**config.mk**
```make
export PLATFORM = sky130hd
export DESIGN_NAME = instr_fetch
export DESIGN_NICKNAME = d
export VERILOG_FILES = /design/src/rtl/console_pkg.sv /design/src/rtl/instr_fetch.sv
export SDC_FILE = /design/constraint.sdc
export NUM_CORES = 1
export LEC_CHECK = 0
export ABC_CLOCK_PERIOD_IN_PS = 10250
export CAP_MARGIN = 20
export CORE_UTILIZATION = 50
export DETAILED_ROUTE_END_ITERATION = 16
export GPL_ROUTABILITY_DRIVEN = 1
export MAX_ROUTING_LAYER = met4
export PLACE_DENSITY_LB_ADDON = 0.25
export SYNTH_ARGS = -nofsm -noshare
export SYNTH_HDL_FRONTEND = slang
export SYNTH_SLANG_ARGS = --single-unit
```
**constraint.sdc**
```tcl
create_clock -name CLK -period 10.25 [get_ports CLK]
set_input_delay 3.075 -clock CLK [delete_from_list [all_inputs] [get_ports CLK]]
set_output_delay 3.075 -clock CLK [all_outputs]
set_load 0.02 [all_outputs]
```
**src/rtl/console_pkg.sv**
```systemverilog
// rtl/console_pkg.sv - shared fetch-state encoding and control-word field helpers
package console_pkg;

    typedef enum logic [1:0] {
        IDLE  = 2'd0,
        RD_LO = 2'd1,
        RD_HI = 2'd2,
        CAP   = 2'd3
    } fetch_state_t;

    localparam logic [31:0] NOP_WORD = 32'h0000_0000;

    // Field views of the assembled control word as seen by the decoder.
    function automatic logic [1:0] cw_opvar(input logic [31:0] w);
        return w[1:0];
    endfunction

    function automatic logic [4:0] cw_opcode(input logic [31:0] w);
        return w[6:2];
    endfunction

    function automatic logic [2:0] cw_op1(input logic [31:0] w);
        return w[9:7];
    endfunction

    function automatic logic [2:0] cw_op2(input logic [31:0] w);
        return w[12:10];
    endfunction

    function automatic logic [2:0] cw_res(input logic [31:0] w);
        return w[15:13];
    endfunction

    function automatic logic [15:0] cw_word2(input logic [31:0] w);
        return w[31:16];
    endfunction

endpackage

```
**src/rtl/instr_fetch.sv**
```systemverilog
// rtl/instr_fetch.sv - two-word ROM fetch with single-entry tag, NOP/stall while a fetch is outstanding
module instr_fetch #(
    parameter int          PC_W     = 16,
    parameter logic [31:0] NOP_WORD = console_pkg::NOP_WORD,
    parameter int          CNT_W    = 16
) (
    input  logic              CLK,
    input  logic              RST,
    input  logic [PC_W-1:0]   pc,
    input  logic              flush,
    output logic [PC_W:0]     rom_addr,
    output logic              rom_en,
    input  logic [15:0]       rom_data,
    output logic [31:0]       cw,
    output logic              cw_valid,
    output logic              stall,
    output logic [CNT_W-1:0]  miss_count
);
    import console_pkg::*;

    fetch_state_t      r_state;
    fetch_state_t      w_state_nxt;
    logic [PC_W-1:0]   r_req_pc;
    logic [PC_W-1:0]   r_tag_pc;
    logic              r_tag_valid;
    logic [15:0]       r_lo_buf;
    logic [31:0]       r_cw;
    logic [CNT_W-1:0]  r_miss_count;

    logic              w_hit;
    logic              w_miss;
    logic              w_redirect;
    logic              w_restart;
    logic              w_rom_en;
    logic              w_half;

    assign w_hit      = r_tag_valid && (pc == r_tag_pc);
    assign w_miss     = flush || !w_hit;
    assign w_redirect = flush || (pc != r_req_pc);

    always_comb begin
        w_state_nxt = r_state;
        w_restart   = 1'b0;
        w_rom_en    = 1'b0;
        w_half      = 1'b0;
        case (r_state)
            IDLE: begin
                w_restart = w_miss;
            end
            RD_LO: begin
                w_rom_en    = 1'b1;
                w_restart   = w_redirect;
                w_state_nxt = RD_HI;
            end
            RD_HI: begin
                w_rom_en    = 1'b1;
                w_half      = 1'b1;
                w_restart   = w_redirect;
                w_state_nxt = CAP;
            end
            CAP: begin
                w_restart   = w_redirect;
                w_state_nxt = IDLE;
            end
            default: w_state_nxt = IDLE;
        endcase
        // Any miss or redirect always begins a fresh fetch of the current pc.
        if (w_restart) begin
            w_state_nxt = RD_LO;
        end
    end

    always_ff @(posedge CLK or posedge RST) begin
        if (RST) begin
            r_state      <= IDLE;
            r_req_pc     <= '0;
            r_tag_pc     <= '0;
            r_tag_valid  <= 1'b0;
            r_lo_buf     <= '0;
            r_cw         <= NOP_WORD;
            r_miss_count <= '0;
        end else begin
            r_state <= w_state_nxt;
            if (w_restart) begin
                r_req_pc    <= pc;
                r_tag_valid <= 1'b0;
                if (r_miss_count != {CNT_W{1'b1}}) begin
                    r_miss_count <= r_miss_count + 1'b1;
                end
            end
            if (r_state == RD_HI) begin
                r_lo_buf <= rom_data;
            end
            if ((r_state == CAP) && !w_restart) begin
                r_cw        <= {rom_data, r_lo_buf};
                r_tag_pc    <= r_req_pc;
                r_tag_valid <= 1'b1;
            end
        end
    end

    assign cw_valid   = w_hit && !flush;
    assign stall      = !cw_valid;
    assign cw         = cw_valid ? r_cw : NOP_WORD;
    assign rom_en     = w_rom_en;
    assign rom_addr   = {r_req_pc, w_half};
    assign miss_count = r_miss_count;

endmodule

```
==> key figures <==
Run status
  • Outcome: complete, no violations

Power and ir drop
  • VDD IR max: 0.0727 mV
  • Power Total: 0.825 mW
  • Power Density: 137 nW/µm²
  • Static leakage: 2.72 nW

Floorplan
  • Die height: 98.8 µm
  • Ports: 103
  • Row Count: 34
  • Die area: 9760 µm²
  • Initial Util: 52.7%
  • Chip width: 98.8 µm
  • CORE AREA: 8890 µm²

Timing
  • Setup Skew: 0.0116 ns
  • Setup TNS: 0 ns
  • Hold WS: 0.491 ns
  • RSZ-0062 raised after global routing: false
  • Fmax: 109 MHz
  • Final Hold Fails: 0
  • Fin crit share: 89.4%
  • Worst Max-Slew Pin Slew: 0.922 ns
  • Slew headroom: 38.5%
  • Fin crit period: 9.16 ns
  • Final number of max-transition violations: 0
  • Setup violations, final: 0

Clock network
  • Hold buffers post-CTS: 0
  • CTS tree: built
  • Clk pin slew, worst setup/hold paths: 0.10 ns
  • Skew-Pair Late Insertion Delay: 0.35 ns
  • Deepest clock path buffer count: 2
  • Setup bufs post-CTS: 0
  • Num CTS Buffers: 9
  • H-tree lvl count: 3
  • Post-CTS Resized: 0
  • Clock Root Buffer: clkbuf_8
  • Clock sink count: 99

Worst setup path
  • R2R depth: 7
  • Worst path max stage delay: 0.84 ns
  • CP most frequent cell: clkdlybuf4s50_1
  • Worst Path Class, Setup: in2out
  • R2r setup slk: 7.35 ns
  • Critical Path RT: 7.18 ns
  • Worst path slowest cell: and3_1
  • Reg-to-reg critical path endpoint: r_cw[27]
  • Crit-path leading delay family: simple AND/OR/NAND/NOR gates
  • Critical Path Sink Type: primary output
  • Startpoint types: primary input
  • Reg-to-reg startpoint: r_state[0]
  • Worst Path Buf+Inv: 2
  • Crit path cell chain: clkdlybuf4s50_1 -> xnor2_1 -> nand4_1 -> a2111oi_2 -> and3_1 -> and2_1 -> clkdlybuf4s50_1
  • Crit path max fanout: 34
  • Crit path arrival time: 6.08 ns

Synthesis
  • Ys Warns: 0
  • Mapped Nets: 400
  • Primary FF master, synth: dfrtp_1
  • Synth async-reset ratio: 100%
  • Number of enable flip-flop cells after synthesis: 0
  • Syn Inst Count: 360
  • Top-area cell type share of the netlist area: 52.9%
  • Synth top cells by count: dfrtp_1 (99), mux2_2 (39), xnor2_1 (34), and2_1 (33), mux2_4 (20)
  • Dominant cell type by area after synthesis: dfrtp_1
  • Top cells by area, synth: dfrtp_1 (53%), mux2_2 (9.4%), mux2_4 (6.4%)
  • Synth cell types: 39
  • Sequential area share after synthesis: 52.9%
  • Syn_area_per_cell: 13.0 µm²
  • FF+latch count, synth: 99
  • Post-Syn Area: 4680 µm²
  • Count leader, synth: dfrtp_1

Global route
  • Via count of the first global-routing pass: 3064
  • Initial antenna violation count: 0
  • GRT Util Overall: 20.8%
  • First-pass GRT wire length: 15400 µm
  • GR Overflow Total: 0
  • Largest net degree at the start of global routing: 62

Place
  • Routability Congestion: 0.846
  • Placed Cells: 557
  • Detailed placement HPWL: 6630 µm
  • IO Port Bufs: 102

Final layout
  • Share of post-route cells with drive strength above 1: 18.3%
  • Layout area overhead: 28.1%
  • Fin util: 67.5%
  • Antenna Cells: 0
  • Nets: 500
  • Post-Layout Cell Count: 573

Detailed routing
  • DR DRC count: 0
  • Routed wl met3: 519 µm
  • Final WL: 9400 µm
  • 1st-pass router iterations: 4
  • Routed wl met2: 4470 µm
  • Routed via count: 3090
  • Top Layer Used: met4
  • WL met1: 4240 µm
  • 1st-iter DRT viols: 129
  • Vias per cell: 5.39
  • DRT antenna net count: 0
  • Wirelength per Cell: 16.4 µm

Worst hold path
  • Worst min path class: reg2reg
  • Worst Hold Endpoint: miss_count[13]
  • Worst hold stages: 1
  • Hold path startpoint: miss_count[13]

Run
  • MaxCap Viol Count: 0
==> state kept, by name, summed over array words and instances, names as in the netlist <==
signal / cells
miss_count: 16
r_cw: 32
r_lo_buf: 16
r_req_pc: 16
r_state: 2
r_tag_pc: 16
r_tag_valid: 1
==> layer usage <==
metal,track usage (%),vias up
li1,-,1458
met1,27.5,1516
met2,32.2,102
met3,4.11,14
met4,7.58,0
met5,-,-
==> cell type report <==
class                      count  area (µm²)
sequential                    99        2480
multi-input combinational    233        2070
tap                          108         135
timing repair buffer         104        1040
fill                         665        2890
inverter                      13        51.3
clock inverter                 5        85.1
clock buffer                  11         141
==> cells in the final DEF, fill, tap and decap left out, drive strengths merged, types with 9 or more instances in the layout <==
cell type,count
nand4,13
and2,33
dfrtp,99
clkdlybuf4s50,102
mux2,78
xnor2,34
clkbuf,11
o21ai,9
nand3,11
inv,14
==> worst max path at each step <==
stage / depth (start not counted) / to / startpoint
floorplan: 7 / cw[23] / pc[3]
global placement: 7 / cw[14] / pc[15]
detailed placement: 7 / cw[14] / pc[3]
CTS: 7 / cw[14] / pc[14]
global route: 7 / cw[14] / pc[3]
finish: 7 / cw[14] / pc[14]
==> where the power goes <==
part	switching (mW)	leakage, nW	internal, mW	total [mW]
combinational	0.0535	1.30	0.0593	0.113
clock	0.134	0.110	0.146	0.279
sequential	0.0245	1.31	0.408	0.432
total	0.212	2.72	0.613	0.825
==> cells by family (layout without fill, tap and decap cells) <==
| group | after synthesis | after routing | synth area share (%) |
|---|---|---|---|
| DFF | 99 | 99 | 52.9 |
| and+or+nand+nor | 92 | 92 | 12.2 |
| muxes | 78 | 78 | 20.4 |
| xor gates and xnor gates | 40 | 40 | 7.48 |
| buffers and inverters | 28 | 133 | 2.97 |
| AOI/OAI and AO/OA | 18 | 18 | 2.75 |
| adders and majority gates | 5 | 5 | 1.34 |
==> per-stage QoR <==
| step | instance area (µm²) | setup WS [ns] |
|---|---|---|
| 2_1_floorplan | 4680 | 2.45 |
| 3_3_place_gp | 5770 | 1.18 |
| 3_5_place_dp | 5770 | 1.01 |
| 4_1_cts | 6000 | 1.00 |
| 5_1_grt | 6000 | 0.814 |
| 6_report | 6000 | 1.09 |
No activity file was read; power rests on OpenSTA's default activity.
